**config.mk**
```make
export PLATFORM = sky130hd
export DESIGN_NAME = revo_word_generator
export DESIGN_NICKNAME = d
export VERILOG_FILES = /design/src/rtl/revo_word_generator_pkg.sv /design/src/rtl/revo_bucket_mask.sv /design/src/rtl/revo_word_generator.sv
export SDC_FILE = /design/constraint.sdc
export NUM_CORES = 1
export LEC_CHECK = 0
export CAP_MARGIN = 20
export CORE_ASPECT_RATIO = 0.6
export CORE_UTILIZATION = 55
export CTS_CLUSTER_DIAMETER = 30
export DETAILED_ROUTE_END_ITERATION = 16
export PLACE_DENSITY = 0.76
export SLEW_MARGIN = 15
export SYNTH_ARGS = -nofsm -noshare
export SYNTH_HDL_FRONTEND = slang
export SYNTH_SLANG_ARGS = --single-unit
```
**constraint.sdc**
```tcl
create_clock -name clock -period 4.15 [get_ports clock]
set_clock_uncertainty 0.15 [all_clocks]
set_input_delay 0.6225 -clock clock [delete_from_list [all_inputs] [get_ports clock]]
set_output_delay 0.6225 -clock clock [all_outputs]
set_load 0.05 [all_outputs]
```
**src/rtl/revo_word_generator_pkg.sv**
```systemverilog
// Shared constants, FSM encoding and input-sanitising helpers for the revolution-marker word generator.
// Latency: none (declarations only).
// Backpressure: none (declarations only).
package revo_word_generator_pkg;

    localparam int BITS_PER_BUCKET      = 2;
    localparam int BUCKETS_PER_WORD     = 4;
    localparam int WORD_BITS            = BITS_PER_BUCKET * BUCKETS_PER_WORD;
    localparam int WORD_IDX_BITS        = 11;
    localparam int WIDTH_BITS           = 5;
    localparam int DEF_BUCKETS_PER_REVO = 5120;

    typedef enum logic [1:0] {
        ST_STOPPED  = 2'd0,
        ST_RUNNING  = 2'd1,
        ST_DRAINING = 2'd2
    } revo_state_e;

    // Width 0 means a single bucket; anything above max_w saturates.
    function automatic logic [WIDTH_BITS-1:0] clamp_width(input logic [WIDTH_BITS-1:0] w,
                                                          input int                   max_w);
        logic [WIDTH_BITS-1:0] res;
        res = w;
        if (w == '0) begin
            res = WIDTH_BITS'(1);
        end else if (int'(w) > max_w) begin
            res = WIDTH_BITS'(max_w);
        end
        return res;
    endfunction

endpackage

```
**src/rtl/revo_bucket_mask.sv**
```systemverilog
// Builds the 8-bit marker word for one word index from the latched offset/width (4 parallel compares).
// Latency: purely combinational.
// Backpressure: none; evaluated every cycle.
//
// Ports:
//   word_idx  in   word counter value w
//   offset    in   first marked bucket, already reduced below BUCKETS_PER_REVO
//   width     in   marker width in buckets, already clamped to 1..MAX_WIDTH
//   mask      out  bucket k drives bits {7-2k, 6-2k}
module revo_bucket_mask
    import revo_word_generator_pkg::*;
#(
    parameter int BUCKETS_PER_REVO = DEF_BUCKETS_PER_REVO,
    parameter int OFFSET_BITS      = 13
) (
    input  logic [WORD_IDX_BITS-1:0] word_idx,
    input  logic [OFFSET_BITS-1:0]   offset,
    input  logic [WIDTH_BITS-1:0]    width,
    output logic [WORD_BITS-1:0]     mask
);

    // One extra bit so p + N - offset never overflows before the single conditional subtract.
    localparam logic [OFFSET_BITS:0] N_EXT = (OFFSET_BITS+1)'(BUCKETS_PER_REVO);

    for (genvar k = 0; k < BUCKETS_PER_WORD; k++) begin : g_bucket
        logic [OFFSET_BITS:0] pos;
        logic [OFFSET_BITS:0] diff_raw;
        logic [OFFSET_BITS:0] diff;
        logic                 hit;

        // Bucket number p = 4*w + k.
        assign pos      = (OFFSET_BITS+1)'({word_idx, 2'(k)});
        assign diff_raw = pos + N_EXT - {1'b0, offset};
        assign diff     = (diff_raw >= N_EXT) ? (diff_raw - N_EXT) : diff_raw;
        assign hit      = (diff < (OFFSET_BITS+1)'(width));

        assign mask[WORD_BITS-1-BITS_PER_BUCKET*k -: BITS_PER_BUCKET] = {BITS_PER_BUCKET{hit}};
    end

endmodule

```
**src/rtl/revo_word_generator.sv**
```systemverilog
// Revolution-marker word source for the revo OSERDES lane: counts words around the ring, marks a bucket window.
// Latency: 1 cycle from counting word w to revo_word/revo/word_index for w on the outputs.
// Backpressure: none; one word every clock while running, OSERDES consumes unconditionally.
//
// Ports:
//   clock, reset   word clock; synchronous active-high reset
//   enable         run request (level); dropping it finishes the current revolution first
//   offset, width  marker placement, latched at start and at every revolution wrap
//   revo_word      8-bit word, bit 7 serialised first
//   revo           strobe with the word holding bucket 'offset'
//   word_index     index of the word currently on revo_word
//   running        FSM not STOPPED
// Optional build macro REVO_WORD_GENERATOR_EXT_SYNC_EN adds ext_sync (phase lock to an
// external revolution marker) and sync_slip (ext_sync seen anywhere but the last word).
module revo_word_generator
    import revo_word_generator_pkg::*;
#(
    parameter int BUCKETS_PER_REVO = DEF_BUCKETS_PER_REVO,
    parameter int MAX_WIDTH        = 16,
    parameter int OFFSET_BITS      = 13
) (
    input  logic                     clock,
    input  logic                     reset,
    input  logic                     enable,
    input  logic [OFFSET_BITS-1:0]   offset,
    input  logic [WIDTH_BITS-1:0]    width,
`ifdef REVO_WORD_GENERATOR_EXT_SYNC_EN
    input  logic                     ext_sync,
    output logic                     sync_slip,
`endif
    output logic [WORD_BITS-1:0]     revo_word,
    output logic                     revo,
    output logic [WORD_IDX_BITS-1:0] word_index,
    output logic                     running
);

    localparam int                         WORDS_PER_REVO = BUCKETS_PER_REVO / BUCKETS_PER_WORD;
    localparam logic [WORD_IDX_BITS-1:0]   LAST_WORD      = WORD_IDX_BITS'(WORDS_PER_REVO - 1);
    localparam logic [OFFSET_BITS-1:0]     N_OFF          = OFFSET_BITS'(BUCKETS_PER_REVO);

    revo_state_e               state_q, state_d;
    logic [WORD_IDX_BITS-1:0]  w_q, w_d;
    logic [OFFSET_BITS-1:0]    off_q, off_d;
    logic [WIDTH_BITS-1:0]     wid_q, wid_d;
    logic [WORD_BITS-1:0]      revo_word_q, revo_word_d;
    logic                      revo_q, revo_d;
    logic [WORD_IDX_BITS-1:0]  word_index_q, word_index_d;
    logic                      slip_q, slip_d;

    logic [WORD_BITS-1:0]      mask_w;
    logic                      active;
    logic                      wrap;
    logic                      sync;
    logic                      load;

    revo_bucket_mask #(
        .BUCKETS_PER_REVO (BUCKETS_PER_REVO),
        .OFFSET_BITS      (OFFSET_BITS)
    ) u_mask (
        .word_idx (w_q),
        .offset   (off_q),
        .width    (wid_q),
        .mask     (mask_w)
    );

    always_comb begin
        state_d      = state_q;
        w_d          = w_q;
        off_d        = off_q;
        wid_d        = wid_q;
        revo_word_d  = '0;
        revo_d       = 1'b0;
        word_index_d = '0;
        slip_d       = 1'b0;

        active = (state_q != ST_STOPPED);
        wrap   = active && (w_q == LAST_WORD);
`ifdef REVO_WORD_GENERATOR_EXT_SYNC_EN
        sync   = active && ext_sync;
`else
        sync   = 1'b0;
`endif

        case (state_q)
            ST_STOPPED: begin
                w_d = '0;
                if (enable) begin
                    state_d = ST_RUNNING;
                end
            end
            ST_RUNNING: begin
                // Dropping enable on the last word has already completed the revolution.
                if (!enable) begin
                    state_d = wrap ? ST_STOPPED : ST_DRAINING;
                end
            end
            ST_DRAINING: begin
                if (enable) begin
                    state_d = ST_RUNNING;
                end else if (wrap) begin
                    state_d = ST_STOPPED;
                end
            end
            default: begin
                state_d = ST_STOPPED;
            end
        endcase

        if (active) begin
            revo_word_d  = mask_w;
            // Word holding the offset bucket is offset / BUCKETS_PER_WORD.
            revo_d       = (OFFSET_BITS'(w_q) == (off_q >> 2));
            word_index_d = w_q;
            w_d          = (wrap || sync) ? '0 : (w_q + 1'b1);
            slip_d       = sync && !wrap;
        end

        // New placement only ever takes effect from word 0 of a revolution.
        load = ((state_q == ST_STOPPED) && enable) || wrap || sync;
        if (load) begin
            off_d = (offset >= N_OFF) ? (offset - N_OFF) : offset;
            wid_d = clamp_width(width, MAX_WIDTH);
        end
    end

    always_ff @(posedge clock) begin
        if (reset) begin
            state_q      <= ST_STOPPED;
            w_q          <= '0;
            off_q        <= '0;
            wid_q        <= WIDTH_BITS'(1);
            revo_word_q  <= '0;
            revo_q       <= 1'b0;
            word_index_q <= '0;
            slip_q       <= 1'b0;
        end else begin
            state_q      <= state_d;
            w_q          <= w_d;
            off_q        <= off_d;
            wid_q        <= wid_d;
            revo_word_q  <= revo_word_d;
            revo_q       <= revo_d;
            word_index_q <= word_index_d;
            slip_q       <= slip_d;
        end
    end

    assign revo_word  = revo_word_q;
    assign revo       = revo_q;
    assign word_index = word_index_q;
    assign running    = (state_q != ST_STOPPED);

`ifdef REVO_WORD_GENERATOR_EXT_SYNC_EN
    assign sync_slip  = slip_q;
`else
    logic unused_slip;
    assign unused_slip = slip_q;
`endif

endmodule

```
After elaboration in Yosys (flattened, before gate mapping)
Cells that the tools add are included.
{ "op_classes": {"n_addsub": 14, "magnitude_cmp": 10, "n_eq_ne": 7, "mux": 16, "bitwise": 1, "n_reduce_logical": 9} }
{ "ops": {"columns": ["op", "count"], "rows": [
  ["$add A13 B13 Y14 const B", 4],
  ["$ge A14 B13 Y1 const B", 4],
  ["$lt A14 B5 Y1", 4],
  ["$mux W14", 4],
  ["$sub A14 B13 Y14", 4],
  ["$sub A14 B13 Y14 const B", 4],
  ["$mux W11", 3],
  ["$ge A13 B13 Y1 const B", 1],
  ["$mux W13", 1],
  ["$sub A13 B13 Y13 const B", 1],
  ["$add A11 B1 Y11 const B", 1],
  ["$eq A11 B11 Y1", 1],
  ["$eq A11 B11 Y1 const B", 1],
  ["$mux W2", 5],
  ["$mux W5", 2],
  ["$pmux W2 S3", 1],
  ["$gt A5 B5 Y1 const B", 1],
  ["$logic_not A5 Y1", 1],
  ["$ne A2 B2 Y1 const B", 2],
  ["$reduce_bool A2 Y1", 2],
  ["$ne A3 B3 Y1 const B", 1],
  ["$reduce_and A3 Y1", 1],
  ["$eq A2 B1 Y1 const B", 1],
  ["$eq A2 B2 Y1 const B", 1],
  ["other kinds (5)", 6]
]} }
{ "word_totals": {"regBits": 50, "in_bits": 21, "out_inout_bits": 21, "word_cells": 64} }

Longest topological paths before layout
{ "depth": {"word_depth": 5, "mapped_depth": 16, "depth_no_buf": 16} }

Hierarchy
Synthesis repeated with hierarchy kept, for this count alone.
{ "hier_totals": {"hier_cells": 477, "area_unflattened_um2": 4139.0} }
{ "by_module_without_submodules": {"columns": ["mod", "n_inst", "cells_per_inst", "area_each_um2", "seq_area_each_um2"], "rows": [
  ["revo_bucket_mask", 1, 284, 2169.6, 0.0],
  ["revo_word_generator", 1, 193, 1969.4, 1021.0]
]} }

Least setup slack after synthesis
No wires, ideal clock.
{ "synth_timing": {"kind": "flip-flop to flip-flop", "start": "register off_q[3]", "end": "register revo_word_q[1] (netlist: revo_word[1])", "setup_ns": 0.103, "arrival_time_ns": 2.701, "required_ns": 3.897, "path_slack_ns": 1.195, "path_stages_with_launch": 16, "path_buffers": 0, "synth_period_minus_slack_ns": 2.955, "cell_sequence": "dfxtp_1 -> inv_1 -> ha_1 -> ha_1 -> inv_1 -> fa_1 -> nor2b_1 -> o21ai_1 -> nand2b_1 -> a21oi_1 -> xnor2_1 -> inv_1 -> ha_1 -> nor3b_1 -> o21ai_1 -> a2111oi_2"} }
{ "synth_via": {"elab_chain_cells": 4, "word_cells_on_any_way": 5, "classes_between": "add/sub: 2; order compare: 2; mux: 1"} }
{ "synth_rtl": {"columns": ["element", "line", "rtl"], "rows": [
  ["start: declaration", "revo_word_generator.sv:43", "logic [OFFSET_BITS-1:0] off_q, off_d;"],
  ["start signal: assignment", "revo_word_generator.sv:130", "off_q <= '0;"],
  ["start signal: assignment", "revo_word_generator.sv:139", "off_q <= off_d;"],
  ["$sub A14 B13 Y14 (*)", "revo_bucket_mask.sv:33", "assign diff_raw = pos + N_EXT - {1'b0, offset};"],
  ["$sub A14 B13 Y14 or $ge A14 B13 Y1 (tied branches)", "revo_bucket_mask.sv:34", "assign diff = (diff_raw >= N_EXT) ? (diff_raw - N_EXT) : diff_raw;"],
  ["$mux W14 (*)", "revo_bucket_mask.sv:34", null],
  ["$lt A14 B5 Y1 (*)", "revo_bucket_mask.sv:35", "assign hit = (diff < (OFFSET_BITS+1)'(width));"],
  ["end signal: assignment", "revo_word_generator.sv:141", "revo_word_q <= revo_word_d;"],
  ["end: declaration", "revo_word_generator.sv:45", "logic [WORD_BITS-1:0] revo_word_q, revo_word_d;"]
]} }
Every way passes the cells marked *; elsewhere a longest branch is shown, timed or not.
A chain may end at the register's enable or synchronous reset.

Worst setup path in the final report
{ "layout_timing": {"start": "register w_q[0]", "end": "register revo_word_q[1] (netlist: revo_word[1])"} }
{ "layout_via": {"elab_chain_cells": 5, "word_cells_on_any_way": 6, "classes_between": "add/sub: 3; order compare: 2; mux: 1"} }
{ "layout_rtl": {"columns": ["element", "line", "rtl"], "rows": [
  ["start: declaration", "revo_word_generator.sv:42", "logic [WORD_IDX_BITS-1:0] w_q, w_d;"],
  ["start signal: assignment", "revo_word_generator.sv:138", "w_q <= w_d;"],
  ["$add A13 B13 Y14 (*)", "revo_bucket_mask.sv:33", null],
  ["$sub A14 B13 Y14 (*)", "revo_bucket_mask.sv:33", null],
  ["$sub A14 B13 Y14 or $ge A14 B13 Y1 (tied branches)", "revo_bucket_mask.sv:34", null],
  ["$mux W14 (*)", "revo_bucket_mask.sv:34", null],
  ["$lt A14 B5 Y1 (*)", "revo_bucket_mask.sv:35", null]
]} }
Marks and branches as above.

==> results.ini <==
[logic_synthesis]
mean_syn_cell_area_um2=8.38
ys_warn_count=0
synth.net_count=518
post_synth_inst_count=445
main_combinational_cell_family_by_area_after_synthesis=simple AND/OR/NAND/NOR gates
post_synth_xor_area_fraction_pct=11.3
sequential_element_share_of_the_synthesized_area_pct=25.2
yosys.area_share.adder_pct=18.0
area_fraction_in_compound_gates_after_synthesis_pct=15.8
synth-main-ff-cell=sky130_fd_sc_hd__dfxtp_1
asyncSetResetFlopFracSynth_pct=0
syn-cell-area_um2=3730
synthesized_flop_and_latch_total=47
area_fraction_in_and_or_nand_and_nor_cells_after_synthesis_pct=18.6
post_synthesis_mux_area_share_pct=3.25
synth-edff-count=0
post_synth_cell_types=58

[clocking]
max-clock-path-buffers=2
cts_root_buf=sky130_fd_sc_hd__clkbuf_16
cts_hold_buf=0
clkTransAtPathRegs_ns=0.07
htree_levels=2
worstSkewPairLatency_ns=0.30
cts_repair_resize_count=0
numCtsBuffers=5
cts_tree=built
post_cts_repair_timing_setup_buffer_count=0
numClockSinks=47

[min_path]
hold_end=state_q[0]
holdCritPathClass=register to register
hold_path_depth=1
min_from=state_q[0]

[worst_setup_path]
worst_setup_path_startpoint=w_q[0]
slowest_stage=sky130_fd_sc_hd__fa_1
cp_common_cell=sky130_fd_sc_hd__inv_1
start_kind=register
cp_max_fo=6
r2r-end=revo_word[1]
r2r_setup_slack_ns=0.72
cp_slowest_stage_delay_ns=0.50
worst_ep_required_time_ns=4.20
path_delay_family=adder cells
reg2reg_from=w_q[0]
cp.buffers_inverters=4
crit_path_cell_trace=inv_1 -> ha_1 -> inv_1 -> ha_1 -> inv_1 -> fa_1 -> nor2b_1 -> o21ai_1 -> nand2b_1 -> a21oi_1 -> xnor2_1 -> inv_1 -> ha_1 -> nor3b_1 -> o21ai_1 -> a2111oi_2
crit_type=register to register
timing.reg2reg.worst_path_depth=16
critPathCaptureType=register
worst_ep_arrival_time_ns=3.47

[route]
wl_per_instance_um=16.1
post_detailed_route_drc_marker_count=0
route.final.wire_length_mm=9.01
ant_nets=0
drt_pass1_iterations=4
dr.first_iter.drc_count=205
via_density_per_instance=5.72
vias=3203

[final_layout]
n_fill_cell=518
leading_cell_types_in_the_layout_fill_and_taps_excluded=sky130_fd_sc_hd__nor2_1, sky130_fd_sc_hd__ha_1, sky130_fd_sc_hd__dfxtp_1, sky130_fd_sc_hd__clkdlybuf4s50_1, sky130_fd_sc_hd__inv_1
nNetsFinal=548
layout-drive-gt1-share_pct=6.51
finalCoreUtilization_pct=67.5
synthToLayoutAreaGrowth_pct=14.6
insertedDiodeCount=0
final_cell_count_no_fill=560
multi_input_comb_area_um2=2500
register_area_um2=941

[timing]
finalMaxSlewViolations=0
max_clock_freq_mhz=292
hold_violations=0
report.final.setup_viol=0
relative_max_transition_margin_pct=45.0
timing.final.crit_period_ns=3.43
rsz0062_at_grt=false
final_min_period_over_clock_period_pct=82.5
worst_pin_slew_ns=0.819
worst_hold_slack_ns=0.328
setup_tns_ns=0

[power]
power-per-cell-area_nw_per_um2=319
total_leakage_power_nw=1.81
ir_worst_vdd_mv=0.182
design_power_total_mw=1.36

[flow_run]
timing.max_cap.violations=0

[grt]
antenna_found_initial=0
grt_first_pass_wirelength_mm=14.8
globalRoute.totalOverflow=0
grt_start_max_net_pins=22
grt.total_usage_pct=27.5
grt_pass1_vias=2899

[place]
buffer_ports.inserted=41
finalWeightedCongestion=0.986
post-place-cells=552
post-dp-hpwl_mm=7.20

[floorplan]
die_area_um2=7130
core_um2=6330
initial_standard_cell_utilization_of_the_core_pct=58.9
io_pins=42
die_width_um=108
die_height_um=65.8
floorplan.rows=22

[outcome]
run_status=finished clean

## power breakdown
group | switching [mW] | total (mW) | internal (mW) | leakage (nW)
sequential | 0.00963 | 0.473 | 0.464 | 0.382
clock | 0.192 | 0.418 | 0.226 | 0.0742
combinational | 0.272 | 0.474 | 0.202 | 1.35
total | 0.473 | 1.36 | 0.891 | 1.81
## registers in the layout (all words and copies together), names as in the netlist
name        count
off_q          13
w_q            11
word_index     11
wid_q           5
revo_word       4
state_q         2
revo            1
## layout make-up
class                           instances  area share [%]
Sequential cell                        47            22.0
Clock inverter                          3           0.527
Tap cell                               84            2.46
Timing Repair Buffer                   44            10.1
Inverter                               40            3.51
Multi-Input combinational cell        337            58.4
Clock buffer                            5            2.93
## through the flow
| stage | instance area (µm²) | setup slack (ns) |
|---|---|---|
| floorplan | 3730 | 1.20 |
| global placement | 4130 | 0.933 |
| detailed placement | 4130 | 0.800 |
| CTS | 4280 | 0.763 |
| global route | 4280 | 0.387 |
| finish | 4280 | 0.725 |
## kinds of logic after synthesis
family | Yosys count
simple gates | 135
compound gates | 90
buf+inv | 61
fa+ha+maj | 52
xor+xnor | 48
flops | 47
mux | 12
## routing by layer
metal	wire (µm)	GRT usage (%)	vias to the layer above	part of all wire [%]
met5	0	0	-	0
met4	91	7.09	0	1.0
met3	765	4.43	9	8.5
met2	3480	38.3	114	39
met1	4670	43.0	1491	52
li1	-	-	1589	-
## how the worst max path moves through the flow
stage | cells after the start | slack (ns) | to
floorplan | 15 | 1.20 | revo_word[1]
global placement | 12 | 0.93 | revo_word[1]
detailed placement | 16 | 0.80 | revo_word[1]
CTS | 16 | 0.76 | revo_word[1]
global route | 16 | 0.39 | revo_word[1]
finish | 16 | 0.72 | revo_word[1]
## synthesized netlist by cell type, types with 2 or more instances
master                      n  area share, %
sky130_fd_sc_hd__ha_1      49             16
sky130_fd_sc_hd__nor2_1    49            4.9
sky130_fd_sc_hd__dfxtp_1   47             25
sky130_fd_sc_hd__inv_1     39            3.9
sky130_fd_sc_hd__a21oi_1   30            4.0
sky130_fd_sc_hd__xnor2_1   25            5.9
sky130_fd_sc_hd__xor2_1    23            5.4
sky130_fd_sc_hd__nand2_1   18            1.8
sky130_fd_sc_hd__o21ai_0   15            2.0
sky130_fd_sc_hd__nor3_1    12            1.6
sky130_fd_sc_hd__mux2i_1   11            3.0
sky130_fd_sc_hd__nand3_1   11            1.5
sky130_fd_sc_hd__and2_1     8            1.3
sky130_fd_sc_hd__buf_4      7            1.4
sky130_fd_sc_hd__o21ai_1    7           0.94
sky130_fd_sc_hd__a21o_1     6            1.2
sky130_fd_sc_hd__and3_1     5           0.84
sky130_fd_sc_hd__clkbuf_1   5           0.50
sky130_fd_sc_hd__nor2b_1    5           0.84
sky130_fd_sc_hd__nor3b_1    5            1.0
sky130_fd_sc_hd__nor4_1     5           0.84
sky130_fd_sc_hd__o21a_1     5            1.0
sky130_fd_sc_hd__buf_2      4           0.54
sky130_fd_sc_hd__buf_6      4            1.2
sky130_fd_sc_hd__nand4_1    4           0.67
sky130_fd_sc_hd__a211oi_1   3           0.60
sky130_fd_sc_hd__a31o_2     3           0.70
sky130_fd_sc_hd__fa_1       3            1.6
sky130_fd_sc_hd__nand2b_1   3           0.50
sky130_fd_sc_hd__a211oi_2   2           0.67
sky130_fd_sc_hd__a21oi_2    2           0.47
sky130_fd_sc_hd__a31oi_1    2           0.34
sky130_fd_sc_hd__and4_1     2           0.47
sky130_fd_sc_hd__o211ai_1   2           0.40
(Power assumes the default switching activity.)
==> edit 1 (same flow settings) <==
Remove the register `word_index_q`: a continuous assignment takes its place, so the output `word_index` follows one clock earlier.
--- a/src/rtl/revo_word_generator.sv
+++ b/src/rtl/revo_word_generator.sv
@@ -132,5 +132,4 @@
             revo_word_q  <= '0;
             revo_q       <= 1'b0;
-            word_index_q <= '0;
             slip_q       <= 1'b0;
         end else begin
@@ -141,8 +140,9 @@
             revo_word_q  <= revo_word_d;
             revo_q       <= revo_d;
-            word_index_q <= word_index_d;
             slip_q       <= slip_d;
         end
     end
+
+    assign word_index_q = word_index_d;
 
     assign revo_word  = revo_word_q;
Formal check against the unedited RTL: not equivalent (Yosys sat finds a counterexample within 4 cycles, from zero or initial values and one cycle with reset high).
==> edit 1 against the unedited design <==
Critical path depth is 2 lower; cell count is 4.3% lower; total power is 20% lower; largest cell class unchanged; sequential share of layout area is 3.4 points lower; sequential cell count is 11 lower; clock power is 39% lower; cell area is 9.2% lower; fmax is 6.3% lower; worst setup slack worse by 0.23 ns; area after synthesis is 9.1% lower; synthesized cell count is 4.5% lower; routed wire length is 6.1% lower.
==> edit 1: results (changes against the unedited design) <==
- Count of cell types in the netlist: 43 (was 58)
- Comb pwr share: 43.1% (was 34.7%)
- Routability cong.: 0.911 (was 0.986)
- Rel. slew slack: 36.8% (was 45.0%)
- Via count: 3044 (was 3203)
- Status: finished, final reports clean (unchanged)
- First-pass GRT wire length: 13900 µm (was 14800 µm)
- Sequential share of the synthesized area: 21.3% (was 25.2%)
- Leakage power: 1.63 nW (was 1.81 nW)
- Initial DRC Count: 336 (was 205)
- P_int: 673 µW (was 891 µW)
- Met3 Usage GRT: 7.49% (was 4.43%)
- Fill count: 515 (was 518)
- HPWL after DPL: 6840 µm (was 7200 µm)
- # H-tree levels: 2 (unchanged)
- Top cells by area, synth: dfxtp_1 21%, ha_1 18%, xnor2_1 6.5% (was dfxtp_1 25%, ha_1 16%, xnor2_1 5.9%)
- Most frequent cells after synthesis: 49 x ha_1, 47 x nor2_1, 41 x inv_1, 40 x a21oi_1, 36 x dfxtp_1 (was 49 x ha_1, 49 x nor2_1, 47 x dfxtp_1, 39 x inv_1, 30 x a21oi_1)
- Critical path data arrival time: 3.73 ns (was 3.47 ns)
- Nets: 528 (was 548)
- Post-Synthesis Cells: 425 (was 445)
- Slowest library cell on the worst path: or4_1 (was fa_1)
- Pre-CTS WS: 0.582 ns (was 0.800 ns)
- Worst Reg-to-Reg Cells: 14 (was 16)
- Number of global-route vias before repair: 2824 (was 2899)
- Mapped Nets: 498 (was 518)
- Clk. pwr: 255 µW (was 418 µW)
- Layout cells sized above 1: 4.39% (was 6.51%)
- Final Non-Filler Cells: 536 (was 560)
- Iteration count of the initial detailed-routing pass: 5 (was 4)
==> edit 1: layer usage <==
metal / vias up / wire (µm)
met1: 1407 / 4330
met5: - / 0
li1: 1512 / -
met2: 120 / 3390
met3: 5 / 701
met4: 0 / 46
==> edit 1: layout make-up <==
| type | count | area, µm² | share of cell area [%] |
|---|---|---|---|
| Clock buffer | 5 | 68.8 | 1.77 |
| Clock inverter | 3 | 18.8 | 0.484 |
| Inverter | 41 | 154 | 3.97 |
| Multi-Input combinational cell | 328 | 2390 | 61.7 |
| Sequential cell | 36 | 721 | 18.6 |
| Tap cell | 80 | 100 | 2.58 |
| Timing Repair Buffer | 43 | 425 | 11.0 |
==> edit 1: per-stage QoR <==
stage	hold WS, ns	total power [mW]	utilization (%)	area, µm²
CTS	0.325	1.09	67.4	3880
finish	0.318	1.09	67.4	3880
global route	0.354	1.16	67.4	3880
global placement	0.299	0.825	65.9	3790
floorplan	0.284	0.720	-	3390
detailed placement	0.309	0.832	65.9	3790
==> edit 1: path summary, 6_finish.rpt <==
| kind | startpoint | endpoint | slack, ns |
|---|---|---|---|
| setup reg to reg | w_q[0]$_SDFF_PP0_ | revo_word[1]$_SDFF_PP0_ | 0.50 |
| hold reg to reg | state_q[0]$_SDFFE_PP0P_ | state_q[0]$_SDFFE_PP0P_ | 0.32 |
| setup / recovery | w_q[0]$_SDFF_PP0_ | revo_word[1]$_SDFF_PP0_ | 0.50 |
| hold / removal | state_q[0]$_SDFFE_PP0P_ | state_q[0]$_SDFFE_PP0P_ | 0.32 |
==> edit 1: logic make-up after synthesis <==
logic type | synth area share, %
multiplexers | 3.58
buffers and inverters | 8.27
adder cells (fa/ha/maj) | 19.9
flip-flops | 21.3
AO/OA/AOI/OAI | 15.1
AND/OR/NAND/NOR | 19.0
XOR/XNOR | 12.9
==> edit 2 (same settings) <==
Made on the original files. Add a define of `REVO_WORD_GENERATOR_EXT_SYNC_EN`.
--- a/src/rtl/revo_word_generator.sv
+++ b/src/rtl/revo_word_generator.sv
@@ -13,4 +13,6 @@
 // Optional build macro REVO_WORD_GENERATOR_EXT_SYNC_EN adds ext_sync (phase lock to an
 // external revolution marker) and sync_slip (ext_sync seen anywhere but the last word).
+`define REVO_WORD_GENERATOR_EXT_SYNC_EN
+
 module revo_word_generator
     import revo_word_generator_pkg::*;
Ports: changed (added ext_sync and sync_slip); port bits go from 42 to 44. The function was not compared with the original's and may differ.
==> edit 2 against the unedited design <==
Synthesized cell count is 7.0% higher; largest power group unchanged; worst hold slack worse by 0.013 ns; cell area is 5.0% higher; total power rose by 8.0%; area after synthesis grew 4.9%; routed wire length increased by 12%; worst setup slack lost 0.22 ns; sequential cell count increased by 1.
==> edit 2: results (changes against the unedited design) <==
- Fill count: 560 (was 518)
- Num CTS Buffers: 5 (unchanged)
- P_int: 991 µW (was 891 µW)
- Count of cell types in the netlist: 58 (unchanged)
- Post-cts resize count: 0 (unchanged)
- Number of global-route vias before repair: 3175 (was 2899)
- Initial antenna violation count: 0 (unchanged)
- Max Buffers Root-to-Sink: 2 (unchanged)
- Final Non-Filler Cells: 591 (was 560)
- Rel. slew slack: 47.5% (was 45.0%)
- Layout cells sized above 1: 3.97% (was 6.51%)
- Initial DRC Count: 246 (was 205)
- Largest net degree at the start of global routing: 25 (was 22)
- Hold Crit Class: flip-flop to flip-flop (unchanged)
- Wire per inst: 17.2 µm (was 16.1 µm)
- Post-Synthesis Cells: 476 (was 445)
- Hold path depth: 1 (unchanged)
- Max-cap viol count: 0 (unchanged)
- Critical path data arrival time: 3.72 ns (was 3.47 ns)
- # H-tree levels: 2 (unchanged)
- Mapped Nets: 550 (was 518)
- Setup Buffers After CTS: 0 (unchanged)
- Clk root buf: clkbuf_16 (unchanged)
- Worst skew pair latency: 0.29 ns
- First-pass GRT wire length: 16200 µm (was 14800 µm)
- Diode count: 0 (unchanged)
- Reg with most FFs: off_q (unchanged)
- Critical path's largest stage delay: 0.48 ns (was 0.50 ns)
- Cells after DPL: 583 (was 552)
- Primary FF master, synth: dfxtp_1 (unchanged)
- Async SR Flop Fraction: 0% (unchanged)
- Top cells by area, synth: dfxtp_1 25%, ha_1 16%, xnor2_1 5.1% (was dfxtp_1 25%, ha_1 16%, xnor2_1 5.9%)
- Sequential share of the synthesized area: 24.6% (was 25.2%)
- Clock transition at the registers of the reported paths: 0.07 ns (about the same)
- Most frequent cells after synthesis: 53 x nor2_1, 49 x ha_1, 48 x dfxtp_1, 44 x inv_1, 27 x a21oi_1 (was 49 x ha_1, 49 x nor2_1, 47 x dfxtp_1, 39 x inv_1, 30 x a21oi_1)
- Leakage power: 1.93 nW (was 1.81 nW)
- VDD IR max: 234 µV (was 182 µV)
- Total GRT Usage: 28.2% (was 27.5%)
- Iteration count of the initial detailed-routing pass: 5 (was 4)
- Via density: 5.88 (was 5.72)
- Slowest library cell on the worst path: fa_1 (unchanged)
- Routability cong.: 0.986 (about the same)
- HPWL after DPL: 8020 µm (was 7200 µm)
- Max reg flops: 13 (unchanged)
- Status: finished, final reports clean (unchanged)
- Worst Reg-to-Reg Cells: 13 (was 16)
- CP max FO: 4 (was 6)
- Synth warn: 0 (unchanged)
- I/O Buffers: 43 (was 41)
edit 2: cell count changes in the layout (fill, tap and decap cells not counted), sizes merged, moves of 3 or more:
cell    change
a21o       +12
mux2i       +3
nor2        +4
o21a        +4
o221ai      +4
or3         +6
xor2        -9
inv         +3
nor2b       -4
nand4       +3
a21oi       -4
o21ai       -3
a31o        -3
edit 2: critical path: cells and delay by family, from the launching register on:
family | cells | cell delay [ns]
fa+ha+maj | 4 | 1.40
compound gates | 3 | 0.67
simple gates | 4 | 0.89
flops | 1 | 0.34
buf+inv | 2 | 0.13
edit 2: path summary, 6_finish.rpt:
path	end	startpoint	slack (ns)
worst max-delay path	revo_word[1]$_SDFF_PP0_	off_q[3]$_SDFFE_PP0P_	0.50
worst min register to register	state_q[0]$_SDFFE_PP0P_	state_q[1]$_SDFFE_PP0P_	0.32
worst max register to register	revo_word[1]$_SDFF_PP0_	off_q[3]$_SDFFE_PP0P_	0.50
worst min-delay path	state_q[0]$_SDFFE_PP0P_	state_q[1]$_SDFFE_PP0P_	0.32
edit 2: power groups by stage:
stage | registers, mW | logic (mW) | clock network (mW)
global placement | 0.495 | 0.484 | 0
global route | 0.487 | 0.556 | 0.509
CTS | 0.486 | 0.495 | 0.487
finish | 0.486 | 0.508 | 0.481
floorplan | 0.496 | 0.366 | 0
detailed placement | 0.496 | 0.489 | 0
edit 2: cell type report:
cell class,count,share of cell area (%)
multi-input combinational,358,58.4
sequential,48,21.4
timing repair buffer,46,10.1
inverter,44,3.68
clock buffer,6,3.09
tap,87,2.42
clock inverter,2,0.864
edit 2: cell families after synthesis:
kind of cell | share of synthesized area [%]
buffers and inverters | 8.41
multiplexers | 3.58
AO/OA/AOI/OAI | 18.4
adder cells (fa/ha/maj) | 17.2
flip-flops | 24.6
XOR/XNOR | 8.89
AND/OR/NAND/NOR | 19.0
edit 2: routing by layer:
layer / vias up / global-route usage, % / part of all wire (%)
li1: 1715 / - / -
met1: 1610 / 41.1 / 50
met2: 138 / 41.4 / 39
met3: 13 / 7.36 / 10
met4: 0 / 6.17 / 1.1
met5: - / 0 / 0
edit 2: metrics by stage:
step	worst slack (ns)	instance area, µm²	power, mW	hold slack, ns
after detailed placement	0.555	4310	0.985	0.307
after global placement	0.695	4310	0.979	0.294
after floorplan	1.13	3910	0.861	0.282
after global routing	0.254	4490	1.55	0.346
after CTS	0.534	4490	1.47	0.316
final	0.504	4490	1.47	0.315
